$ cat src/rtl/plab4_net_cong_queue_pkg.sv
// Shared network constants: route directions and the default free-count width.
// No logic; imported by the congestion queue and route compute.
// No backpressure: constants only.
package plab4_net_cong_queue_pkg;

    typedef enum logic [1:0] {
        ROUTE_PREV = 2'd0,
        ROUTE_NEXT = 2'd1,
        ROUTE_TERM = 2'd2
    } route_t;

    // Must agree with the route-compute free-count width.
    localparam int NUM_FREE_NBITS_DFLT = 2;

    function automatic int free_sat_max(input int nbits);
        return (1 << nbits) - 1;
    endfunction

endpackage

$ cat src/rtl/plab4_net_cong_queue_ctrl.sv
// Queue control: pointers, occupancy, handshake flags and registered free count.
// Latency: flags come from registered state; num_free lags the handshake by one edge.
// Backpressure: enq_rdy drops only when full; a same-cycle dequeue does not reopen it.
module plab4_net_cong_queue_ctrl
    import plab4_net_cong_queue_pkg::*;
#(
    parameter  int p_num_entries    = 4,
    parameter  int p_num_free_nbits = NUM_FREE_NBITS_DFLT,
    localparam int c_addr_nbits     = $clog2(p_num_entries),
    localparam int c_cnt_nbits      = $clog2(p_num_entries + 1)
) (
    input  logic                        clk,
    input  logic                        reset,
    input  logic                        enq_val,
    output logic                        enq_rdy,
    input  logic                        deq_rdy,
    output logic                        deq_val,
    output logic                        enq_fire,
    output logic [c_addr_nbits-1:0]     wr_ptr,
    output logic [c_addr_nbits-1:0]     rd_ptr,
    output logic [p_num_free_nbits-1:0] num_free
);

    localparam int c_wide_nbits = c_cnt_nbits + 1;
    localparam int c_sat        = free_sat_max(p_num_free_nbits);
    localparam int c_rst_free   = (p_num_entries < c_sat) ? p_num_entries : c_sat;

    logic [c_addr_nbits-1:0]     wr_ptr_q, wr_ptr_d;
    logic [c_addr_nbits-1:0]     rd_ptr_q, rd_ptr_d;
    logic [c_cnt_nbits-1:0]      count_q, count_d;
    logic [p_num_free_nbits-1:0] num_free_q, num_free_d;
    logic [c_wide_nbits-1:0]     free_wide;
    logic                        deq_fire;

    always_comb begin
        enq_rdy   = (count_q != c_cnt_nbits'(p_num_entries));
        deq_val   = (count_q != '0);
        enq_fire  = enq_val && enq_rdy;
        deq_fire  = deq_rdy && deq_val;

        wr_ptr_d  = wr_ptr_q;
        rd_ptr_d  = rd_ptr_q;
        count_d   = count_q;
        if (enq_fire) wr_ptr_d = wr_ptr_q + c_addr_nbits'(1);
        if (deq_fire) rd_ptr_d = rd_ptr_q + c_addr_nbits'(1);
        if (enq_fire && !deq_fire)      count_d = count_q + c_cnt_nbits'(1);
        else if (deq_fire && !enq_fire) count_d = count_q - c_cnt_nbits'(1);

        // One extra bit so the subtraction can never wrap before saturating.
        free_wide = c_wide_nbits'(p_num_entries) - {1'b0, count_d};
        if (int'(free_wide) > c_sat) num_free_d = p_num_free_nbits'(c_sat);
        else                         num_free_d = p_num_free_nbits'(free_wide);
    end

    always_ff @(posedge clk or posedge reset) begin
        if (reset) begin
            wr_ptr_q   <= '0;
            rd_ptr_q   <= '0;
            count_q    <= '0;
            num_free_q <= p_num_free_nbits'(c_rst_free);
        end else begin
            wr_ptr_q   <= wr_ptr_d;
            rd_ptr_q   <= rd_ptr_d;
            count_q    <= count_d;
            num_free_q <= num_free_d;
        end
    end

    assign wr_ptr   = wr_ptr_q;
    assign rd_ptr   = rd_ptr_q;
    assign num_free = num_free_q;

endmodule

$ cat src/rtl/plab4_net_cong_queue.sv
// Router input-channel FIFO carrying message + domain bit; reports saturated free count.
// Latency: 1 cycle enqueue-to-head, no bypass; full rate when neither empty nor full.
// Backpressure: val/rdy on both sides; enq_rdy low only when all entries are occupied.
module plab4_net_cong_queue
    import plab4_net_cong_queue_pkg::*;
#(
    parameter  int p_msg_nbits      = 32,
    parameter  int p_num_entries    = 4,
    parameter  int p_num_free_nbits = NUM_FREE_NBITS_DFLT,
    localparam int c_addr_nbits     = $clog2(p_num_entries)
) (
    input  logic                        clk,
    input  logic                        reset,
    input  logic                        enq_val,
    output logic                        enq_rdy,
    input  logic [p_msg_nbits-1:0]      enq_msg,
    input  logic                        enq_domain,
    output logic                        deq_val,
    input  logic                        deq_rdy,
    output logic [p_msg_nbits-1:0]      deq_msg,
    output logic                        deq_domain,
    output logic [p_num_free_nbits-1:0] num_free
);

    logic                    enq_fire;
    logic [c_addr_nbits-1:0] wr_ptr;
    logic [c_addr_nbits-1:0] rd_ptr;

    // Domain bit sits in the MSB of each entry so it travels with its message.
    logic [p_msg_nbits:0] mem_q [p_num_entries];
    logic [p_msg_nbits:0] mem_d [p_num_entries];

    plab4_net_cong_queue_ctrl #(
        .p_num_entries    (p_num_entries),
        .p_num_free_nbits (p_num_free_nbits)
    ) u_ctrl (
        .clk      (clk),
        .reset    (reset),
        .enq_val  (enq_val),
        .enq_rdy  (enq_rdy),
        .deq_rdy  (deq_rdy),
        .deq_val  (deq_val),
        .enq_fire (enq_fire),
        .wr_ptr   (wr_ptr),
        .rd_ptr   (rd_ptr),
        .num_free (num_free)
    );

    always_comb begin
        mem_d = mem_q;
        if (enq_fire) mem_d[wr_ptr] = {enq_domain, enq_msg};
    end

    always_ff @(posedge clk or posedge reset) begin
        if (reset) begin
            for (int i = 0; i < p_num_entries; i++) mem_q[i] <= '0;
        end else begin
            mem_q <= mem_d;
        end
    end

    assign deq_msg    = mem_q[rd_ptr][p_msg_nbits-1:0];
    assign deq_domain = mem_q[rd_ptr][p_msg_nbits];

endmodule
$ cat config.mk
export PLATFORM = sky130hd
export DESIGN_NAME = plab4_net_cong_queue
export DESIGN_NICKNAME = d
export VERILOG_FILES = /design/src/rtl/plab4_net_cong_queue_pkg.sv /design/src/rtl/plab4_net_cong_queue_ctrl.sv /design/src/rtl/plab4_net_cong_queue.sv
export SDC_FILE = /design/constraint.sdc
export NUM_CORES = 1
export LEC_CHECK = 0
export ABC_AREA = 0
export ABC_CLOCK_PERIOD_IN_PS = 7300
export CAP_MARGIN = 20
export CORE_MARGIN = 5
export CORE_UTILIZATION = 35
export CTS_CLUSTER_SIZE = 20
export DETAILED_ROUTE_END_ITERATION = 16
export PLACE_DENSITY = 0.51
export SLEW_MARGIN = 15
export SYNTH_ARGS = -nofsm -noshare
export SYNTH_HDL_FRONTEND = slang
export SYNTH_SLANG_ARGS = --single-unit
$ cat constraint.sdc
create_clock -name clk -period 7.3 [get_ports clk]
set_input_delay 1.825 -clock clk [delete_from_list [all_inputs] [get_ports clk]]
set_output_delay 1.825 -clock clk [all_outputs]
set_load 0.01 [all_outputs]
==> results.json, run 1 <==
{
  "start_util_pct": 35.9,
  "diodes": 0,
  "status": "finished clean",
  "grt_antenna_before_repair": 0,
  "ir_drop_mv": 0.226,
  "finalSetupTns_ns": 0,
  "cts_resized": 0,
  "syn-instance-count": 384,
  "powerDensity_nw_per_um2": 504,
  "synth-simple-area-share_pct": 2.12,
  "synth_xor_area_share_pct": 0.560,
  "core-area_um2": 17400,
  "syn_area_per_cell_um2": 16.3,
  "syn_area_um2": 6260,
  "grtUsageTotal_pct": 14.0,
  "grt_pass1_wl_um": 22000,
  "grt_max_degree": 80,
  "die_h_um": 144,
  "drive_gt1_share_pct": 19.1,
  "vias_per_cell": 5.06,
  "first_global_vias": 3952,
  "dieArea_um2": 20600,
  "syn_nets": 429,
  "cts_buffers": 17,
  "synth_cell_type_count": 34,
  "routed_wl_um": 13300,
  "cts.sinks": 141,
  "syn_to_final_growth_pct": 24.8,
  "hold_path_class": "flop to flop",
  "synth_edf_count": 0,
  "fin_cells": 695,
  "power_frac_clock_pct": 22.5,
  "chipWidth_um": 144,
  "place_congestion": 0.721,
  "synth_fa_ha_area_share_pct": 1.60,
  "clk_pin_slew_ns": 0.06,
  "cts_hold_buf": 0,
  "finalNetCount": 502,
  "max_freq_mhz": 219,
  "p_leak_uw": 0.00324,
  "tightestPinTransition_ns": 1.03,
  "drc": 0,
  "synth_top_family_by_area": "multiplexers",
  "r2r_setup_slack_ns": 4.71,
  "setup_viol": 0,
  "final_cell_mix": "dfrtp_1 (137), mux2_1 (120), clkdlybuf4s50_1 (73)",
  "cts-root-buf": "clkbuf_16",
  "seq_area_frac_synth_pct": 56.4,
  "p_sw_uw": 1200,
  "grt-ovfl-total": 0,
  "vias": 3519,
  "power_uw": 3930,
  "synth_seq_cells": 141,
  "hold_viol": 0,
  "hold_ws_ns": 0.485,
  "async_flop_share_pct": 100,
  "worstSetupStartpointType": "flop",
  "slew_violations": 0,
  "first_iter_violations": 82,
  "yosys_warnings": 0,
  "ctsHtreeMaxLevel": 4,
  "period_needed_ns": 4.57,
  "ant_nets": 0,
  "portBuffers": 73,
  "post_cts_buffers": 0,
  "io_pins": 74,
  "cap_violations": 0,
  "wl_per_cell_um": 19.1,
  "period_share_pct": 62.7,
  "hpwlAfterDp_um": 8100,
  "required_ns": 5.48,
  "synth.area.mux_share_pct": 35.6,
  "seq_power_share_pct": 37.3,
  "place_inst": 663,
  "cts_max_path_buffers": 2,
  "cts_tree": "yes",
  "crit_type": "flop to primary output",
  "synth_compound_area_share_pct": 1.44,
  "final_common_cell": "dfrtp_1",
  "worstPathMaxFanout": 19,
  "first_pass_iters": 6,
  "max-slew-margin-rel_pct": 31.2,
  "p_comb_share_pct": 40.2,
  "p_int_uw": 2740,
  "swShare_pct": 30.4,
  "synthFlopType": "dfrtp_1",
  "rows": 48,
  "end_kind": "primary output",
  "rsz0062_at_grt": "false",
  "clock_latency_ns": 0.41,
  "critPathArrivalTime_ns": 2.75,
  "skew_ns": 0.00652
}
layer usage:
| metal | GRT usage [%] | wire length (um) | part of all wire, % | vias up |
|---|---|---|---|---|
| met1 | 18.9 | 6310 | 48 | 1881 |
| met2 | 22.2 | 6350 | 48 | 58 |
| li1 | - | - | - | 1568 |
| met3 | 3.63 | 460 | 3.5 | 12 |
| met5 | 0 | 0 | 0 | - |
| met4 | 4.61 | 152 | 1.1 | 0 |
power by group through the flow:
stage	logic (uW)	registers, uW	clock network (uW)
after floorplan	1080	1330	0
after global placement	1590	1480	0
after detailed placement	1620	1480	0
after CTS	1630	1470	907
after global routing	1740	1520	940
final	1580	1470	885
flip-flops by register name, summed over array words and instances (netlist names):
register / count
u_ctrl.num_free: 2
u_ctrl.rd_ptr: 2
u_ctrl.count_q: 3
mem_q: 132
u_ctrl.wr_ptr: 2
metrics by stage:
stage / setup WS (ns) / area, um2 / util [%]
after detailed placement: 3.04 / 7200 / 41.3
after CTS: 2.61 / 7810 / 44.8
final: 2.73 / 7810 / 44.8
after floorplan: 1.70 / 6260 / -
after global placement: 3.06 / 7200 / 41.3
after global routing: 2.54 / 7810 / 44.8
final timing paths:
path                                                   start                      endpoint  cells after the start
min in group asynchronous                              reset        mem_q[126]$_DFFE_PP0P_                      2
worst min register to register         mem_q[24]$_DFFE_PP0P_         mem_q[24]$_DFFE_PP0P_                      1
worst min-delay path                   mem_q[24]$_DFFE_PP0P_         mem_q[24]$_DFFE_PP0P_                      1
worst max register to register   u_ctrl.count_q[1]$_DFF_PP0_         mem_q[53]$_DFFE_PP0P_                      5
worst max-delay path            u_ctrl.rd_ptr[0]$_DFFE_PP0P_                    deq_domain                      3
max in group asynchronous                              reset  u_ctrl.rd_ptr[1]$_DFFE_PP0P_                      3
Yosys cell counts (2+ instances only):
cell type | count | area share [%]
dfrtp_1 | 139 | 56
mux2_1 | 120 | 22
mux4_2 | 33 | 12
buf_2 | 17 | 1.4
mux2_2 | 12 | 2.2
inv_1 | 9 | 0.54
nand2_1 | 9 | 0.54
ha_1 | 8 | 1.6
xnor2_1 | 4 | 0.56
a21oi_1 | 3 | 0.24
clkbuf_1 | 3 | 0.18
dfstp_2 | 2 | 0.84
nor2_1 | 2 | 0.12
o21ai_0 | 2 | 0.16
o21ai_1 | 2 | 0.16
cells by family after synthesis:
logic type,count (synthesis)
compound gates,13
xor+xnor,4
fa+ha+maj,8
buf+inv,31
flops,141
mux,165
simple gates,22
worst max-delay path, stage by stage, from the launching register on:
cell and delay [ns]:
dfrtp_2 0.73, buf_4 0.48, mux4_2 0.59, clkdlybuf4s50_1 0.50
layout make-up:
cell class | instances | area [um2]
multi-input combinational | 212 | 2600
sequential | 141 | 3530
inverter | 10 | 42.5
clock inverter | 7 | 110
clock buffer | 25 | 495
timing repair buffer | 75 | 746
tap | 225 | 282
fill | 1566 | 9610
No activity file was read; power rests on OpenSTA's default activity.
==> run 2: changes to the inputs <==
--- a/config.mk
+++ b/config.mk
@@ -6,7 +6,7 @@
 export NUM_CORES = 1
 export LEC_CHECK = 0
 export ABC_AREA = 0
-export ABC_CLOCK_PERIOD_IN_PS = 7300
+export ABC_CLOCK_PERIOD_IN_PS = 4600
 export CAP_MARGIN = 20
 export CORE_MARGIN = 5
 export CORE_UTILIZATION = 35
==> constraint.sdc (replaced) <==
create_clock -name clk -period 4.6 [get_ports clk]
set_input_delay 1.15 -clock clk [delete_from_list [all_inputs] [get_ports clk]]
set_output_delay 1.15 -clock clk [all_outputs]
set_load 0.01 [all_outputs]
==> run 2 against run 1 <==
Clock skew shrank 0.0016 ns. Clock power up 57%. Clock-buffer cell count fell by 1. Combinational power is 62% higher. Die area did not move. Sequential cell count unchanged. Wire length decreased by 3.0%. Sequential share of layout area is 0.29 points lower. Setup slack worse by 1.8 ns. Critical endpoint is now deq_msg[6].
==> results.json, run 2 (synthesis results as in run 1) <==
{
  "ant_nets": 0,
  "cp_num_buf_inv": 2,
  "largest_register": "mem_q",
  "portBuffers": 73,
  "first_iter_violations": 94,
  "skew_ns": 0.00494,
  "worstSetupStartpointType": "flop",
  "drive_gt1_share_pct": 19.9,
  "hold_viol": 0,
  "crit_slowest_cell": "dfrtp_2",
  "first_global_vias": 3864,
  "hold_path_class": "flop to flop",
  "vias_per_cell": 4.99,
  "diodes": 0,
  "grt_pass1_wl_um": 21100,
  "place_congestion": 0.751,
  "cts_resized": 0,
  "wl_per_cell_um": 18.4,
  "cts-root-buf": "clkbuf_16",
  "max-slew-margin-rel_pct": 35.6,
  "crit_chain": "buf_4 -> mux4_2 -> clkdlybuf4s50_1",
  "p_leak_uw": 0.00327,
  "status": "finished clean",
  "r2r_setup_slack_ns": 2.08,
  "io_pins": 74,
  "core-area_um2": 17400,
  "die_h_um": 144,
  "utilization_pct": 45.1,
  "critPathArrivalTime_ns": 2.53,
  "setup_viol": 0,
  "cp_top_family": "flip-flops",
  "max_freq_mhz": 272,
  "required_ns": 3.45,
  "end_kind": "primary output",
  "fillers": 1535,
  "cts_hold_buf": 0,
  "hpwlAfterDp_um": 8080,
  "top_regs": "mem_q: 132 flops, u_ctrl.count_q: 3 flops",
  "cts.sinks": 141,
  "cts_buffers": 17,
  "final_common_cell": "dfrtp_1",
  "dieArea_um2": 20600,
  "cts_tree": "yes",
  "grtUsageTotal_pct": 13.6,
  "cpPeakStageDelay_ns": 0.79,
  "post_cts_buffers": 0,
  "grt_antenna_before_repair": 0,
  "powerDensity_nw_per_um2": 793,
  "drc": 0,
  "finalNetCount": 506,
  "grt-ovfl-total": 0,
  "clock_latency_ns": 0.41,
  "syn_to_final_growth_pct": 25.6,
  "crit_type": "flop to primary output",
  "period_share_pct": 80.0,
  "rsz0062_at_grt": "false",
  "grt_max_degree": 142,
  "final_cell_mix": "dfrtp_1 (137), mux2_1 (120), clkdlybuf4s50_1 (73)",
  "cts_max_path_buffers": 2,
  "largest_reg_flops": 132,
  "vias": 3486,
  "tightestPinTransition_ns": 0.963,
  "slew_violations": 0,
  "worstPathMaxFanout": 19,
  "ctsHtreeMaxLevel": 4,
  "first_pass_iters": 4,
  "finalSetupTns_ns": 0,
  "cap_violations": 0,
  "chipWidth_um": 144,
  "ir_drop_mv": 0.309,
  "rows": 48,
  "period_needed_ns": 3.68,
  "clk_pin_slew_ns": 0.06,
  "start_util_pct": 35.9,
  "routed_wl_um": 12900
}
==> run 2: cell count changes in the layout (fill, tap and decap cells not counted), sizes merged <==
cell,change
clkbuf,-1
inv,-1
clkinvlp,+1
buf,+4
==> run 2: area by class of cell <==
class	instances	area [um2]	area share, %
clock buffers	24	492	6.26
repair buffers	79	801	10.2
multi-input cells	212	2600	33.1
inverters	10	41.3	0.526
flip-flops and latches	141	3530	45.0
well taps	225	282	3.58
clock inverters	7	110	1.40
==> run 2: where the power goes <==
group          switching [uW]  internal [uW]
registers                 398           1890
clock network             488            903
logic                     983           1570
total                    1870           4360
==> run 2: path summary, 6_finish.rpt <==
path,startpoint,to,cells past startpoint
worst max-delay path,u_ctrl.rd_ptr[0]$_DFFE_PP0P_,deq_msg[6],3
worst min-delay path,mem_q[59]$_DFFE_PP0P_,mem_q[59]$_DFFE_PP0P_,1
worst max register to register,u_ctrl.count_q[1]$_DFF_PP0_,mem_q[49]$_DFFE_PP0P_,5
worst min register to register,mem_q[59]$_DFFE_PP0P_,mem_q[59]$_DFFE_PP0P_,1
max in group asynchronous,reset,u_ctrl.rd_ptr[1]$_DFFE_PP0P_,3
min in group asynchronous,reset,mem_q[82]$_DFFE_PP0P_,3
==> run 2: metrics by stage <==
| stage | setup WS (ns) | std cells | total power [uW] | instance area (um2) | hold WS [ns] |
|---|---|---|---|---|---|
| floorplan | 1.69 | 384 | 3820 | 6260 | 0.459 |
| finish | 0.920 | 698 | 6230 | 7860 | 0.483 |
| detailed placement | 1.08 | 667 | 4930 | 7250 | 0.475 |
| global route | 0.740 | 698 | 6660 | 7860 | 0.496 |
| CTS | 0.840 | 698 | 6360 | 7860 | 0.488 |
| global placement | 1.13 | 667 | 4860 | 7250 | 0.468 |
==> run 2: layer usage <==
layer	track usage [%]	routed length, um	part of all wire (%)
met5	0	0	0
met4	4.46	154	1.2
met3	3.99	516	4.0
met2	21.5	6180	48
met1	18.1	6030	47
==> run 3: changes to the inputs <==
--- a/config.mk
+++ b/config.mk
@@ -6,13 +6,13 @@
 export NUM_CORES = 1
 export LEC_CHECK = 0
 export ABC_AREA = 0
-export ABC_CLOCK_PERIOD_IN_PS = 4600
+export ABC_CLOCK_PERIOD_IN_PS = 3240
 export CAP_MARGIN = 20
 export CORE_MARGIN = 5
 export CORE_UTILIZATION = 35
 export CTS_CLUSTER_SIZE = 20
 export DETAILED_ROUTE_END_ITERATION = 16
-export PLACE_DENSITY = 0.51
+export PLACE_DENSITY = 0.53
 export SLEW_MARGIN = 15
 export SYNTH_ARGS = -nofsm -noshare
 export SYNTH_HDL_FRONTEND = slang
==> constraint.sdc (replaced) <==
create_clock -name clk -period 3.24 [get_ports clk]
set_input_delay 0.81 -clock clk [delete_from_list [all_inputs] [get_ports clk]]
set_output_delay 0.81 -clock clk [all_outputs]
set_load 0.01 [all_outputs]
==> run 3 against run 2 <==
Utilization grew 1.0 points. Critical endpoint is now deq_domain. Critical path depth did not move. Final cell count is 1.9% higher. Power grew 47%. Clock skew grew 0.0035 ns. Die area unchanged. Non-clock buffer count grew 12. Largest power group unchanged. Setup slack worse by 0.76 ns.
==> results.json, run 3 (synthesis results as in run 1) <==
{
  "status": "finished clean",
  "worstSetupStartpointType": "flop",
  "crit_chain": "buf_12 -> mux4_2 -> clkdlybuf4s50_1",
  "fin_cells": 711,
  "end_kind": "primary output",
  "dieArea_um2": 20600,
  "start_util_pct": 35.9,
  "cpPeakStageDelay_ns": 0.56,
  "skew_ns": 0.00842,
  "top_regs": "mem_q: 132 flops, u_ctrl.count_q: 3 flops",
  "first_global_vias": 4040,
  "largest_reg_flops": 132,
  "routed_wl_um": 13300,
  "grt_pass1_wl_um": 21900,
  "first_pass_iters": 4,
  "cts_buffers": 17,
  "final_cell_mix": "dfrtp_1 (137), mux2_1 (120), clkdlybuf4s50_1 (73)",
  "finalSetupTns_ns": 0,
  "max_freq_mhz": 325,
  "grtUsageTotal_pct": 13.9,
  "required_ns": 2.43,
  "cts_hold_buf": 0,
  "post_cts_buffers": 0,
  "cts_resized": 0,
  "drc": 0,
  "cp_top_family": "buffers and inverters",
  "clock_latency_ns": 0.41,
  "p_leak_uw": 0.00335,
  "power_uw": 9140,
  "crit_type": "flop to primary output",
  "hold_viol": 0,
  "first_iter_violations": 81,
  "clk_pin_slew_ns": 0.06,
  "cap_violations": 0,
  "grt-ovfl-total": 0,
  "drive_gt1_share_pct": 22.6,
  "place_congestion": 0.731,
  "hpwlAfterDp_um": 8590,
  "period_share_pct": 95.1,
  "tightestPinTransition_ns": 0.624,
  "max-slew-margin-rel_pct": 58.3,
  "ir_drop_mv": 0.566,
  "period_needed_ns": 3.08,
  "chipWidth_um": 144,
  "worstPathMaxFanout": 16,
  "diodes": 0,
  "vias_per_cell": 5.02,
  "setup_viol": 0,
  "cts-root-buf": "clkbuf_16",
  "portBuffers": 73,
  "cts_max_path_buffers": 2,
  "hold_path_class": "flop to flop",
  "finalNetCount": 518,
  "slew_violations": 0,
  "cts_tree": "yes",
  "grt_antenna_before_repair": 0,
  "critPathArrivalTime_ns": 2.27,
  "die_h_um": 144,
  "cts.sinks": 141,
  "wl_per_cell_um": 18.8,
  "grt_max_degree": 58,
  "io_pins": 74,
  "place_inst": 679,
  "powerDensity_nw_per_um2": 1140,
  "rsz0062_at_grt": "false",
  "crit_slowest_cell": "dfrtp_2",
  "largest_register": "mem_q",
  "cp_num_buf_inv": 2,
  "final_common_cell": "dfrtp_1",
  "ctsHtreeMaxLevel": 4,
  "rows": 48,
  "ant_nets": 0,
  "fillers": 1548,
  "core-area_um2": 17400,
  "syn_to_final_growth_pct": 28.4,
  "vias": 3568
}
==> run 3: cell types whose count changed in the layout (fill, tap and decap cells not counted), sizes merged <==
cell and change:
bufinv +2, clkbuf -5, buf +12, clkinvlp +2
inv +2
==> run 3: layer usage <==
| metal | share of wire, % | GRT usage (%) |
|---|---|---|
| met5 | 0 | 0 |
| met4 | 1.0 | 3.72 |
| met3 | 5.1 | 4.23 |
| met2 | 49 | 22.7 |
| met1 | 45 | 18.1 |
==> run 3: worst paths after layout <==
check	start	to	slack [ns]	cells after the start
min in group asynchronous	reset	mem_q[84]$_DFFE_PP0P_	0.84	2
setup reg to reg	u_ctrl.count_q[1]$_DFF_PP0_	u_ctrl.num_free[1]$_DFF_PP1_	0.76	9
setup / recovery	u_ctrl.rd_ptr[0]$_DFFE_PP0P_	deq_domain	0.16	3
max in group asynchronous	reset	mem_q[104]$_DFFE_PP0P_	1.69	3
hold / removal	mem_q[11]$_DFFE_PP0P_	mem_q[11]$_DFFE_PP0P_	0.48	1
hold reg to reg	mem_q[11]$_DFFE_PP0P_	mem_q[11]$_DFFE_PP0P_	0.48	1
==> run 3: report_power, final <==
part | internal, uW | switching [uW]
sequential | 2680 | 487
combinational | 2290 | 1510
clock | 1410 | 759
total | 6390 | 2760
==> run 3: stage by stage <==
stage	hold WS, ns	instance area, um2	utilization, %	worst slack (ns)
6_report	0.482	8030	46.1	0.159
5_1_grt	0.495	8030	46.1	0.0327
4_1_cts	0.489	8030	46.1	0.105
3_5_place_dp	0.475	7370	42.3	0.301
3_3_place_gp	0.468	7370	42.3	0.345
2_1_floorplan	0.459	6260	-	0.669
==> run 3: final cells by class <==
type	instances	area [um2]	share of cell area, %
sequential	141	3530	44.0
multi-input combinational	212	2600	32.3
timing repair buffer	91	916	11.4
clock buffer	19	453	5.64
tap	225	282	3.50
clock inverter	13	210	2.62
inverter	10	41.3	0.514
